`config.mk`:
```
export PLATFORM = sky130hd
export DESIGN_NAME = alu_muldiv
export DESIGN_NICKNAME = d
export VERILOG_FILES = /design/src/rtl/muldiv_pkg.sv /design/src/rtl/muldiv_step.sv /design/src/rtl/alu_muldiv.sv
export SDC_FILE = /design/constraint.sdc
export NUM_CORES = 1
export LEC_CHECK = 0
export CORE_UTILIZATION = 60
export DETAILED_ROUTE_END_ITERATION = 10
export GPL_ROUTABILITY_DRIVEN = 1
export GPL_TIMING_DRIVEN = 0
export PLACE_DENSITY = 0.81
export SYNTH_ARGS = -nofsm -noshare
export SYNTH_HDL_FRONTEND = slang
export SYNTH_HIERARCHICAL = 1
export SYNTH_SLANG_ARGS = --single-unit
export TNS_END_PERCENT = 1
```
`constraint.sdc`:
```
create_clock -name clk -period 3.7 [get_ports clk]
set_input_delay 0.74 -clock clk [delete_from_list [all_inputs] [get_ports clk]]
set_output_delay 0.74 -clock clk [all_outputs]
set_load 0.02 [all_outputs]
```
`src/rtl/muldiv_pkg.sv`:
```
// Shared definitions for the iterative multiply/divide unit: op codes,
// FSM states and a width-generic two's complement helper.
package muldiv_pkg;

    localparam logic [2:0] OP_MULT  = 3'd0;
    localparam logic [2:0] OP_MULTU = 3'd1;
    localparam logic [2:0] OP_DIV   = 3'd2;
    localparam logic [2:0] OP_DIVU  = 3'd3;
    localparam logic [2:0] OP_MTHI  = 3'd4;
    localparam logic [2:0] OP_MTLO  = 3'd5;

    typedef enum logic [1:0] {
        IDLE = 2'd0,
        CALC = 2'd1,
        FIX  = 2'd2
    } state_t;

    // Callers zero-extend into this width and truncate the result back;
    // negation modulo 2^N is unaffected by the extra high bits.
    localparam int NEG_MAXW = 256;

    function automatic logic [NEG_MAXW-1:0] neg(input logic [NEG_MAXW-1:0] v);
        return ~v + NEG_MAXW'(1);
    endfunction

endpackage

```
`src/rtl/muldiv_step.sv`:
```
// One iteration of the multiply/divide datapath: radix-2 shift-add for
// multiply, restoring subtract-and-shift for divide.
module muldiv_step #(
    parameter int WIDTH = 32
) (
    input  logic                 is_div,
    input  logic [2*WIDTH-1:0]   acc,
    input  logic [WIDTH-1:0]     rem,
    input  logic [WIDTH-1:0]     operand,
    output logic [2*WIDTH-1:0]   acc_next,
    output logic [WIDTH-1:0]     rem_next,
    output logic                 q_bit
);

    logic [WIDTH-1:0] addend;
    logic [WIDTH:0]   sum;
    logic [WIDTH:0]   rem_shift;
    logic             rem_ge;

    genvar gi;
    generate
        for (gi = 0; gi < WIDTH; gi++) begin : g_addend
            assign addend[gi] = operand[gi] & acc[0];
        end
    endgenerate

    always_comb begin
        sum       = {1'b0, acc[2*WIDTH-1:WIDTH]} + {1'b0, addend};
        rem_shift = {rem, acc[WIDTH-1]};
        rem_ge    = (rem_shift >= {1'b0, operand});
        acc_next  = acc;
        rem_next  = rem;
        q_bit     = 1'b0;
        if (is_div) begin
            // Dividend sits in acc's low half and is replaced bit by bit
            // with the quotient as it shifts out into the remainder.
            q_bit    = rem_ge;
            rem_next = rem_ge ? WIDTH'(rem_shift - {1'b0, operand}) : rem_shift[WIDTH-1:0];
            acc_next = {acc[2*WIDTH-1:WIDTH], acc[WIDTH-2:0], rem_ge};
        end else begin
            // Multiplier sits in acc's low half; product grows in from the top.
            acc_next = {sum, acc[WIDTH-1:1]};
        end
    end

endmodule

```
`src/rtl/alu_muldiv.sv`:
```
// Iterative multiply/divide unit with architectural HI/LO registers,
// start/busy/done handshake and flush abort.
module alu_muldiv
    import muldiv_pkg::*;
#(
    parameter int WIDTH = 32,
    parameter int CNTW  = $clog2(WIDTH) + 1
) (
    input  logic             clk,
    input  logic             reset,
    input  logic             start,
    input  logic [2:0]       op,
    input  logic [WIDTH-1:0] A,
    input  logic [WIDTH-1:0] B,
    input  logic             flush,
    output logic             busy,
    output logic             done,
    output logic [WIDTH-1:0] hi,
    output logic [WIDTH-1:0] lo
);

    localparam int W2 = 2 * WIDTH;

    state_t             state_reg, state_next;
    logic [CNTW-1:0]    cnt_reg;
    logic [W2-1:0]      acc_reg;
    logic [WIDTH-1:0]   rem_reg;
    logic [WIDTH-1:0]   opnd_reg;
    logic [WIDTH-1:0]   a_raw_reg;
    logic               sign_a_reg, sign_b_reg;
    logic               is_div_reg;
    logic               b_zero_reg;
    logic [WIDTH-1:0]   hi_reg, lo_reg;
    logic               done_reg;

    logic               accept, accept_md, accept_mt;
    logic               is_signed_op, is_div_in;
    logic               sign_a_in, sign_b_in;
    logic [WIDTH-1:0]   abs_a_in, abs_b_in;
    logic [W2-1:0]      step_acc;
    logic [WIDTH-1:0]   step_rem;
    logic               step_q;
    logic [W2-1:0]      prod;
    logic [WIDTH-1:0]   fix_hi, fix_lo;

    assign accept    = (state_reg == IDLE) && start && !flush;
    assign accept_md = accept && ((op == OP_MULT) || (op == OP_MULTU) ||
                                  (op == OP_DIV)  || (op == OP_DIVU));
    assign accept_mt = accept && ((op == OP_MTHI) || (op == OP_MTLO));

    always_comb begin
        is_signed_op = (op == OP_MULT) || (op == OP_DIV);
        is_div_in    = (op == OP_DIV) || (op == OP_DIVU);
        sign_a_in    = is_signed_op & A[WIDTH-1];
        sign_b_in    = is_signed_op & B[WIDTH-1];
        // Most-negative input negates to itself, which is its correct magnitude unsigned.
        abs_a_in     = sign_a_in ? WIDTH'(neg(NEG_MAXW'(A))) : A;
        abs_b_in     = sign_b_in ? WIDTH'(neg(NEG_MAXW'(B))) : B;
    end

    muldiv_step #(
        .WIDTH (WIDTH)
    ) u_step (
        .is_div   (is_div_reg),
        .acc      (acc_reg),
        .rem      (rem_reg),
        .operand  (opnd_reg),
        .acc_next (step_acc),
        .rem_next (step_rem),
        .q_bit    (step_q)
    );

    always_comb begin
        prod   = (sign_a_reg ^ sign_b_reg) ? W2'(neg(NEG_MAXW'(acc_reg))) : acc_reg;
        fix_hi = prod[W2-1:WIDTH];
        fix_lo = prod[WIDTH-1:0];
        if (is_div_reg) begin
            if (b_zero_reg) begin
                fix_hi = a_raw_reg;
                fix_lo = '1;
            end else begin
                fix_lo = (sign_a_reg ^ sign_b_reg) ? WIDTH'(neg(NEG_MAXW'(acc_reg[WIDTH-1:0])))
                                                   : acc_reg[WIDTH-1:0];
                fix_hi = sign_a_reg ? WIDTH'(neg(NEG_MAXW'(rem_reg))) : rem_reg;
            end
        end
    end

    always_comb begin
        state_next = state_reg;
        case (state_reg)
            IDLE: if (accept_md) state_next = CALC;
            CALC: begin
                if (flush)
                    state_next = IDLE;
                else if (cnt_reg == CNTW'(WIDTH - 1))
                    state_next = FIX;
            end
            FIX:     state_next = IDLE;
            default: state_next = IDLE;
        endcase
    end

    always_ff @(posedge clk) begin
        if (reset)
            state_reg <= IDLE;
        else
            state_reg <= state_next;
    end

    always_ff @(posedge clk) begin
        if (reset) begin
            cnt_reg    <= '0;
            acc_reg    <= '0;
            rem_reg    <= '0;
            opnd_reg   <= '0;
            a_raw_reg  <= '0;
            sign_a_reg <= 1'b0;
            sign_b_reg <= 1'b0;
            is_div_reg <= 1'b0;
            b_zero_reg <= 1'b0;
            hi_reg     <= '0;
            lo_reg     <= '0;
            done_reg   <= 1'b0;
        end else begin
            done_reg <= 1'b0;
            if (accept_md) begin
                cnt_reg    <= '0;
                rem_reg    <= '0;
                a_raw_reg  <= A;
                sign_a_reg <= sign_a_in;
                sign_b_reg <= sign_b_in;
                is_div_reg <= is_div_in;
                b_zero_reg <= (B == '0);
                acc_reg    <= {{WIDTH{1'b0}}, is_div_in ? abs_a_in : abs_b_in};
                opnd_reg   <= is_div_in ? abs_b_in : abs_a_in;
            end
            if (accept_mt) begin
                if (op == OP_MTHI)
                    hi_reg <= A;
                else
                    lo_reg <= A;
                done_reg <= 1'b1;
            end
            if ((state_reg == CALC) && !flush) begin
                acc_reg <= step_acc;
                rem_reg <= step_rem;
                cnt_reg <= cnt_reg + CNTW'(1);
            end
            if ((state_reg == FIX) && !flush) begin
                hi_reg   <= fix_hi;
                lo_reg   <= fix_lo;
                done_reg <= 1'b1;
            end
        end
    end

    assign busy = (state_reg != IDLE);
    assign done = done_reg;
    assign hi   = hi_reg;
    assign lo   = lo_reg;

endmodule

```
==> run metrics <==
warning count from the yosys run=6; cts hold-fix bufs=0; CP arrival=4190 ps; later-pin clock latency in the skew report=580 ps; antenna-violating nets left=0; Syn Area/Cell=around 7.3 µm²; DR vias/cell=around 7.3; Worst-path clk slew=about 60 ps; first-pass GRT wire length=129000 µm; die area=32600 µm²; Bufs on Longest Clock Path=3; Sum Neg Setup Slack=-200.7 ps; die height=180.6 µm; crit end category=register; Num CTS Buffers=27; routability cong.=1.118; H-tree depth=1; Initial DRT Pass Iterations=7; CTS tree=done; Total Routed Length=88110 µm; Finished Cell Area=around 22000 µm²; Vias=approximately 23000; maximum vdd drop=around 360 µV; fin crit period=3765 ps; worst hold path class=register to register; critical path cell sequence=clkdlybuf4s50_1 -> or4b_2 -> nor2_1 -> clkbuf_1 -> clkbuf_1 -> o211ai_1 -> o211ai_1 -> a21oi_1; met3 Use GR=approximately 15%; Final setup viols=5; core footprint=31470 µm²; Crit Path Class=primary input to register; Layout Cells excl Fill=approximately 3200; Fin Clk Skew=33.00 ps; # DRC=0; Synth-to-Final Area Change=14.35%; RSZ-0062 raised after global routing=true; cell area after synthesis=~19000 µm²; gr usage total=between 50% and 60%; I/O Buffers=118; nets@finish=2905; Initial Util=60.78%; WP data required=a little over 4000 ps; filler instances=2661; pre-CTS WS=-406.5 ps; leakage power=between 0.008 and 0.009 µW; Final Hold Viols=0; die width=180.6 µm; CP Launch Type=primary input; worst setup margin=-64.62 ps; Iteration-0 DRC Markers=3802; failing checks=setup timing; fraction of layout cells with a size suffix above 1=~6%; FMAX=265.6 MHz; outcome=complete, but fails checks; number of global-route vias before repair=21660; Worst Tran Pin Value=1258 ps; clock root buffer=clkbuf_16; final core occ=between 60% and 70%; max reg flops=64; Max-Cap Viols=0; initial antenna violation count=9; family with the most delay on the worst path=buffers and inverters; Synthesized Nets=2756; I/O pins=137; Sink Count=237; CP max-delay cell=or4b_2; Slowest Stage Delay on Critical Path=740 ps; M1 GR Usage=between 60% and 70%; met2 global-route usage=between 70% and 80%; layer with the highest usage=met2; pwr dens=332.6 nW/µm²; wire per inst=27.63 µm; worst path buffer plus inverter count=3; Max Slew Vio Count=0; CP max FO=10; Synth Instances=2614; largest net degree at the start of global routing=15; Placed Area=20820 µm²; Slew HR=between 10% and 20%; Tcrit/Tclk final=101.7%; Site Rows=between 60 and 70; placed cells=3135; GRT overflow=0; DP Wirelength=about 67000 µm
==> routing by layer <==
layer | share of wire [%] | vias up
li1 | - | 9881
met1 | 35 | 10700
met2 | 42 | 1931
met3 | 13 | 636
met4 | 10 | 8
met5 | 0.12 | -
==> worst register-to-register path, cell delays in order (launching register included) <==
cell and delay, ps:
dfxtp_1 300, clkbuf_1 190, or4b_2 800, nor2_1 410, clkbuf_1 580, clkbuf_1 630, o211ai_1 230, o211ai_1 220
a21oi_1 120
==> where the power goes <==
group	leakage, µW	switching (µW)	internal [µW]
clock	0.000450	1220	1670
sequential	0.00192	111	2610
combinational	0.00588	1080	584
==> worst paths after layout <==
kind | from | endpoint | slack (ps) | cells after the start
hold reg to reg | a_raw_reg[2] | a_raw_reg[2] | 460 | 2
setup reg to reg | state_reg[0] | acc_reg[0] | 80 | 8
setup / recovery | start | acc_reg[0] | -60 | 8
hold / removal | a_raw_reg[2] | a_raw_reg[2] | 460 | 2
==> repair_timing <==
action,in CTS,in global routing
setup endpoints to repair,10,51
buffers inserted,0,1
pin swaps,0,2
resized for setup,5,21
==> cell usage in the layout, fill, tap and decap left out, types with 33 or more instances in the layout <==
cell               n
a21o_1            33
a21oi_1          310
a221oi_1          49
a31oi_1           54
and2_1            44
clkbuf_1         170
clkdlybuf4s50_1  118
dfxtp_1          235
ha_1              69
inv_1             65
mux2_2            43
mux2i_1           61
nand2_1          356
nand3_1          112
nor2_1           159
nor3_1            60
o21ai_0          119
xnor2_1           88
xor2_1            79
==> final cells by class <==
type,instances,area (µm²),share of cell area (%)
multi-input combinational,2105,13390,61.23
timing repair buffer,120,1196,5.468
inverter,65,244.0,1.115
sequential,237,4750,21.71
clock inverter,12,163.9,0.7493
buffer,207,849.6,3.884
tap,402,503.0,2.300
clock buffer,38,767.0,3.506
antenna,3,7.507,0.03432
==> stage by stage <==
step                      power, µW  hold slack (ps)
after global placement         4273            437.7
after global routing           7389            473.0
final                          7274            457.3
after CTS                      7091            456.4
after floorplan                3738            426.6
after detailed placement       4301            447.2
Note: power is estimated with default switching activity, not from simulation.
